===== config.mk =====
export PLATFORM = sky130hd
export DESIGN_NAME = mem_port_arbiter
export DESIGN_NICKNAME = d
export VERILOG_FILES = /design/src/rtl/core_pkg.sv /design/src/rtl/wait_timer.sv /design/src/rtl/mem_port_arbiter.sv
export SDC_FILE = /design/constraint.sdc
export NUM_CORES = 1
export LEC_CHECK = 0
export BUFFER_PORTS_ARGS = -buffer_cell sky130_fd_sc_hd__buf_2
export CORE_UTILIZATION = 45
export CTS_CLUSTER_SIZE = 30
export DETAILED_ROUTE_END_ITERATION = 10
export PLACE_DENSITY = 0.89
export SLEW_MARGIN = 20
export SYNTH_ARGS = -nofsm -noshare
export SYNTH_HDL_FRONTEND = slang
export SYNTH_SLANG_ARGS = --single-unit

===== constraint.sdc =====
create_clock -name clk -period 10.1 [get_ports clk]
set_clock_uncertainty 0.05 [all_clocks]
set_input_delay 1.01 -clock clk [delete_from_list [all_inputs] [get_ports clk]]
set_output_delay 1.01 -clock clk [all_outputs]
set_load 0.005 [all_outputs]

===== src/rtl/core_pkg.sv =====
// Shared encodings for the core's memory-port arbitration logic.
package core_pkg;

    typedef enum logic [1:0] {
        IDLE    = 2'd0,
        BUSY_IF = 2'd1,
        BUSY_D  = 2'd2,
        DONE    = 2'd3
    } state_t;

    typedef enum logic {
        GNT_IF = 1'b0,
        GNT_D  = 1'b1
    } grant_t;

endpackage


===== src/rtl/wait_timer.sv =====
// Busy-cycle watchdog: counts enabled cycles since the last clear and flags
// the cycle whose increment would reach TIMEOUT.
module wait_timer #(
    parameter int TIMEOUT = 15
) (
    input  logic clk,
    input  logic rst,
    input  logic clear,
    input  logic enable,
    output logic expired
);

    localparam int CNT_W = $clog2(TIMEOUT + 1);
    localparam logic [CNT_W-1:0] LAST = CNT_W'(TIMEOUT - 1);

    logic [CNT_W-1:0] count;

    always_ff @(posedge clk or posedge rst) begin
        if (rst) begin
            count <= '0;
        end else if (clear) begin
            count <= '0;
        end else if (enable) begin
            count <= count + 1'b1;
        end
    end

    // Combinational so the FSM leaves BUSY on the very edge the count reaches TIMEOUT.
    assign expired = enable && (count == LAST);

endmodule


===== src/rtl/mem_port_arbiter.sv =====
// Arbitrates the single external memory port between instruction fetch and
// data load/store, with a watchdog that aborts unacknowledged accesses.
module mem_port_arbiter
    import core_pkg::*;
#(
    parameter int ADDR_W  = 32,
    parameter int DATA_W  = 32,
    parameter int TIMEOUT = 15
) (
    input  logic              clk,
    input  logic              rst,
    input  logic              if_req,
    input  logic [ADDR_W-1:0] if_addr,
    output logic [DATA_W-1:0] if_rdata,
    output logic              if_ready,
    input  logic              d_rd_req,
    input  logic              d_wr_req,
    input  logic [ADDR_W-1:0] d_addr,
    input  logic [DATA_W-1:0] d_wdata,
    output logic [DATA_W-1:0] d_rdata,
    output logic              d_ready,
    output logic              m_valid,
    output logic              m_we,
    output logic [ADDR_W-1:0] m_addr,
    output logic [DATA_W-1:0] m_wdata,
    input  logic [DATA_W-1:0] m_rdata,
    input  logic              m_ack,
    output logic              stall_if,
    output logic              stall_mem,
    output logic              bus_err
);

    state_t state;
    grant_t grant;
    grant_t last_grant;
    logic   busy;
    logic   d_any;
    logic   expired;

    assign busy  = (state == BUSY_IF) || (state == BUSY_D);
    assign d_any = d_rd_req || d_wr_req;

    assign stall_if  = if_req && !if_ready;
    assign stall_mem = d_any && !d_ready;

    wait_timer #(
        .TIMEOUT (TIMEOUT)
    ) u_wait_timer (
        .clk     (clk),
        .rst     (rst),
        .clear   (state == IDLE),
        .enable  (busy && !m_ack),
        .expired (expired)
    );

    always_ff @(posedge clk or posedge rst) begin
        if (rst) begin
            state      <= IDLE;
            grant      <= GNT_IF;
            last_grant <= GNT_IF;
            m_valid    <= 1'b0;
            m_we       <= 1'b0;
            m_addr     <= '0;
            m_wdata    <= '0;
            if_rdata   <= '0;
            d_rdata    <= '0;
            if_ready   <= 1'b0;
            d_ready    <= 1'b0;
            bus_err    <= 1'b0;
        end else begin
            // NOTE: pulses default low each cycle; non-blocking keeps every
            // branch below reading the pre-edge register values.
            if_ready <= 1'b0;
            d_ready  <= 1'b0;
            bus_err  <= 1'b0;

            case (state)
                IDLE: begin
                    // A fetch pending behind a just-served data access goes first.
                    if (if_req && (!d_any || last_grant == GNT_D)) begin
                        state   <= BUSY_IF;
                        grant   <= GNT_IF;
                        m_valid <= 1'b1;
                        m_we    <= 1'b0;
                        m_addr  <= if_addr;
                    end else if (d_any) begin
                        state   <= BUSY_D;
                        grant   <= GNT_D;
                        m_valid <= 1'b1;
                        m_we    <= d_wr_req;
                        m_addr  <= d_addr;
                        m_wdata <= d_wdata;
                    end
                end

                BUSY_IF, BUSY_D: begin
                    if (m_ack || expired) begin
                        state   <= DONE;
                        m_valid <= 1'b0;
                        m_we    <= 1'b0;
                        bus_err <= !m_ack;
                        if (grant == GNT_IF) begin
                            if_ready <= 1'b1;
                            if_rdata <= m_ack ? m_rdata : '0;
                        end else begin
                            d_ready <= 1'b1;
                            if (!m_ack) begin
                                d_rdata <= '0;
                            end else if (!m_we) begin
                                d_rdata <= m_rdata;
                            end
                        end
                    end
                end

                DONE: begin
                    last_grant <= grant;
                    state      <= IDLE;
                end

                default: state <= IDLE;
            endcase
        end
    end

endmodule


==> results.md <==
* Run status: complete, no violations
* Min Tclk post-route at around 3000 ps
* Clock tree sinks at 141
* Largest net degree at the start of global routing at slightly below 80
* Cts bufs inserted at 17
* Type of the worst min-delay path: reg -> reg
* Nets at 855
* Worst EP required at 9040 ps
* Cts hold-fix bufs at 0
* N_diodes at 0
* Final Hold Vio Count at 0
* Final Power at about 0.0026 W
* Max-cap viol count at 0
* Postcts setup bufs at 0
* Rows at 40
* Chip Width at 114 um
* Post-DP Area at roughly 0.0071 mm2
* CTS H-tree depth at 4
* Pwr dens at 337 mW/mm2
* Area of the multi-input gates at roughly 0.0019 mm2
* WL/cell at approximately 17 um
* Vias in the first global route at roughly 4900
* CP Class: in -> out
* Max Fclk at 0.336 GHz
* Critical path cell sequence: buf_2 -> inv_1 -> nor2_1 -> buf_2
* Worst-path clk slew at approximately 50 ps
* Buffers added on ports at between 200 and 300
* Layout Cell Area excl Fill at between 0.007 and 0.008 mm2
* Peak supply drop at between 150 and 200 uV
* RSZ-0062 raised after global routing: no
* Crit end category: output port
* Worst slack, placed at around 7000 ps
* Final setup violation count at 0
* CTS tree: built
* Highest Signal Layer: met4
* Die area at 0.0131 mm2
* Initial core utilization at between 40% and 50%
* Yosys warns at 0
* WL met1 at 6130 um
* Crit share post-route at between 20% and 30%
* Post-CTS sizing at 0
* Synth Cell Area at 0.00568 mm2
* Post-synth cell types at 36
* All-Layer GR Usage at a little under a quarter
* CP bufs+invs at 3
* Slew margin rel. at between 40% and 50%
* Drt via density at approximately 5.4
* Routed Antenna Nets at 0
* Post-synthesis cell count at between 400 and 500
* Fin Setup TNS at 0 ps
* DRC Markers at 0
* Share of layout cells above drive strength 1 at 43.6%
* CP arrival at 1910 ps
* Area growth from synthesis to layout at 36.4%
* Root buffer cell: clkbuf_16
* 1st-pass router iterations at 4
* Wire length of the first global-routing pass at roughly 24000 um
* WL met2 at between 7000 and 8000 um
* Post-synth EDFFs at 0
* Worst slew pin tran at between 700 and 800 ps
* Met3 Wirelength at 1270 um
* CP Max Fanout at 36
* Net Count, Synth at 598
* Syn Area/Cell at about 12 um2
* GP Congestion at between 0.7 and 0.8
* Critical Path Slowest Stage Cell: buf_2
* I/O pin count at between 200 and 300
* Antenna violations before repair at 0
* Fin. max-slew vios at 0
* Worst setup margin at a little over 7000 ps
* Via count at 4812
* Top delay family on crit path: buffers and inverters
* FF-to-FF setup slack at about 8000 ps
* 1st-iter DRT viols at 378
* Core Area at about 0.012 mm2
* Skew-Pair Late Insertion Delay at 410 ps
* FF/Latch Area at 0.00353 mm2
* Critical Path Source Type: primary input
* Hold_ws at approximately 440 ps
* Main synth FF type: dfrtp_1
* Routed Wire Length at around 15000 um
* Post-synthesis register bit count at 141
* Sequential share of the synthesized area at between 60% and 70%
* Critical Path Most Common Cell: buf_2
* Dpl hpwl at around 10000 um
* Fillers at around 960
* Grt ovf at 0
* Cell leakage power at 3.89 nW
* Die Ht at about 110 um
* Largest stage delay, worst path at 530 ps
* Async SR Flop Fraction at 100%
* Maximum buffer depth of the clock tree at 2
power breakdown:
part	switching (W)	leakage (nW)	internal [W]	total, W
logic	0.000477	1.87	0.000469	0.000945
registers	0.000154	1.70	0.000841	0.000996
clock network	0.000228	0.311	0.000444	0.000672
total	0.000859	3.89	0.00175	0.00261
layer usage:
layer / up-vias / global-route usage [%]
met5: - / 0
met3: 37 / 6.51
met2: 271 / 39.7
met1: 2301 / 27.7
met4: 0 / 13.3
li1: 2203 / -
cell type report:
cell class,instances,area share [%]
clock buffers,21,5.81
clock inverters,11,2.46
inverters,10,0.549
multi-input cells,272,24.9
flip-flops and latches,141,45.5
well taps,168,2.71
repair buffers,275,18.0
state kept, by name (all words and copies together), names as in the netlist:
register / flops
bus_err: 1
d_rdata: 32
d_ready: 1
grant: 1
if_rdata: 32
if_ready: 1
last_grant: 1
m_addr: 32
m_valid: 1
m_wdata: 32
m_we: 1
state: 2
u_wait_timer.count: 4
metrics by stage:
step / utilization (%) / instances
final: 63.7 / 898
after CTS: 63.6 / 898
after floorplan: - / 460
after global placement: 58.4 / 866
after detailed placement: 58.4 / 866
after global routing: 63.7 / 898
cells in the mapped netlist (all sizes together), types with 2 or more instances:
library cell  number  area (um2)
mux2              34         383
nand2              4        15.0
nand3             35         175
a22o              64         561
a21oi              2        10.0
buf               25         160
a31oi             33         206
o22ai              3        18.8
nor2              40         150
ha                 4        50.1
o21ai             34         170
inv               10        37.5
clkbuf            12        45.0
nand3b             2        27.5
dfrtp            141        3530
nor2b              2        12.5
final timing paths:
path | from | end | cells past startpoint
max | if_req | stall_if | 4
min | m_wdata[14] | m_wdata[14] | 1
max reg2reg | state[0] | m_wdata[3] | 4
min reg2reg | m_wdata[14] | m_wdata[14] | 1
max in group asynchronous | rst | if_rdata[5] | 3
min in group asynchronous | rst | m_addr[3] | 2
layout by cell type (no fill, tap or decap), types with 2 or more instances in the layout:
cell type,instances
dfrtp_1,141
o21ai_0,33
clkinv_4,2
a21oi_1,2
bufinv_16,5
clkbuf_1,3
inv_1,9
mux2_2,5
a31oi_1,33
nand3_1,35
nand2_1,4
buf_4,7
mux2_1,29
buf_2,268
ha_1,4
nor2b_1,2
nor2_1,39
a22o_1,64
clkbuf_16,17
clkinv_2,3
o22ai_1,3
cells by family after synthesis:
family                     Yosys count  synth area share (%)
buffers and inverters               47                  4.27
adders and majority gates            4                 0.881
AOI/OAI and AO/OA                  143                  18.2
xor gates and xnor gates             2                 0.308
DFF                                141                  62.1
muxes                               35                  6.92
and+or+nand+nor                     88                  7.31
worst reg2reg max path, stage by stage, from the launching register on:
cell and delay (ps):
dfrtp_1 400, inv_1 70, ha_1 480, nand3b_4 500
mux2_1 510
No activity file was read; power rests on OpenSTA's default activity.
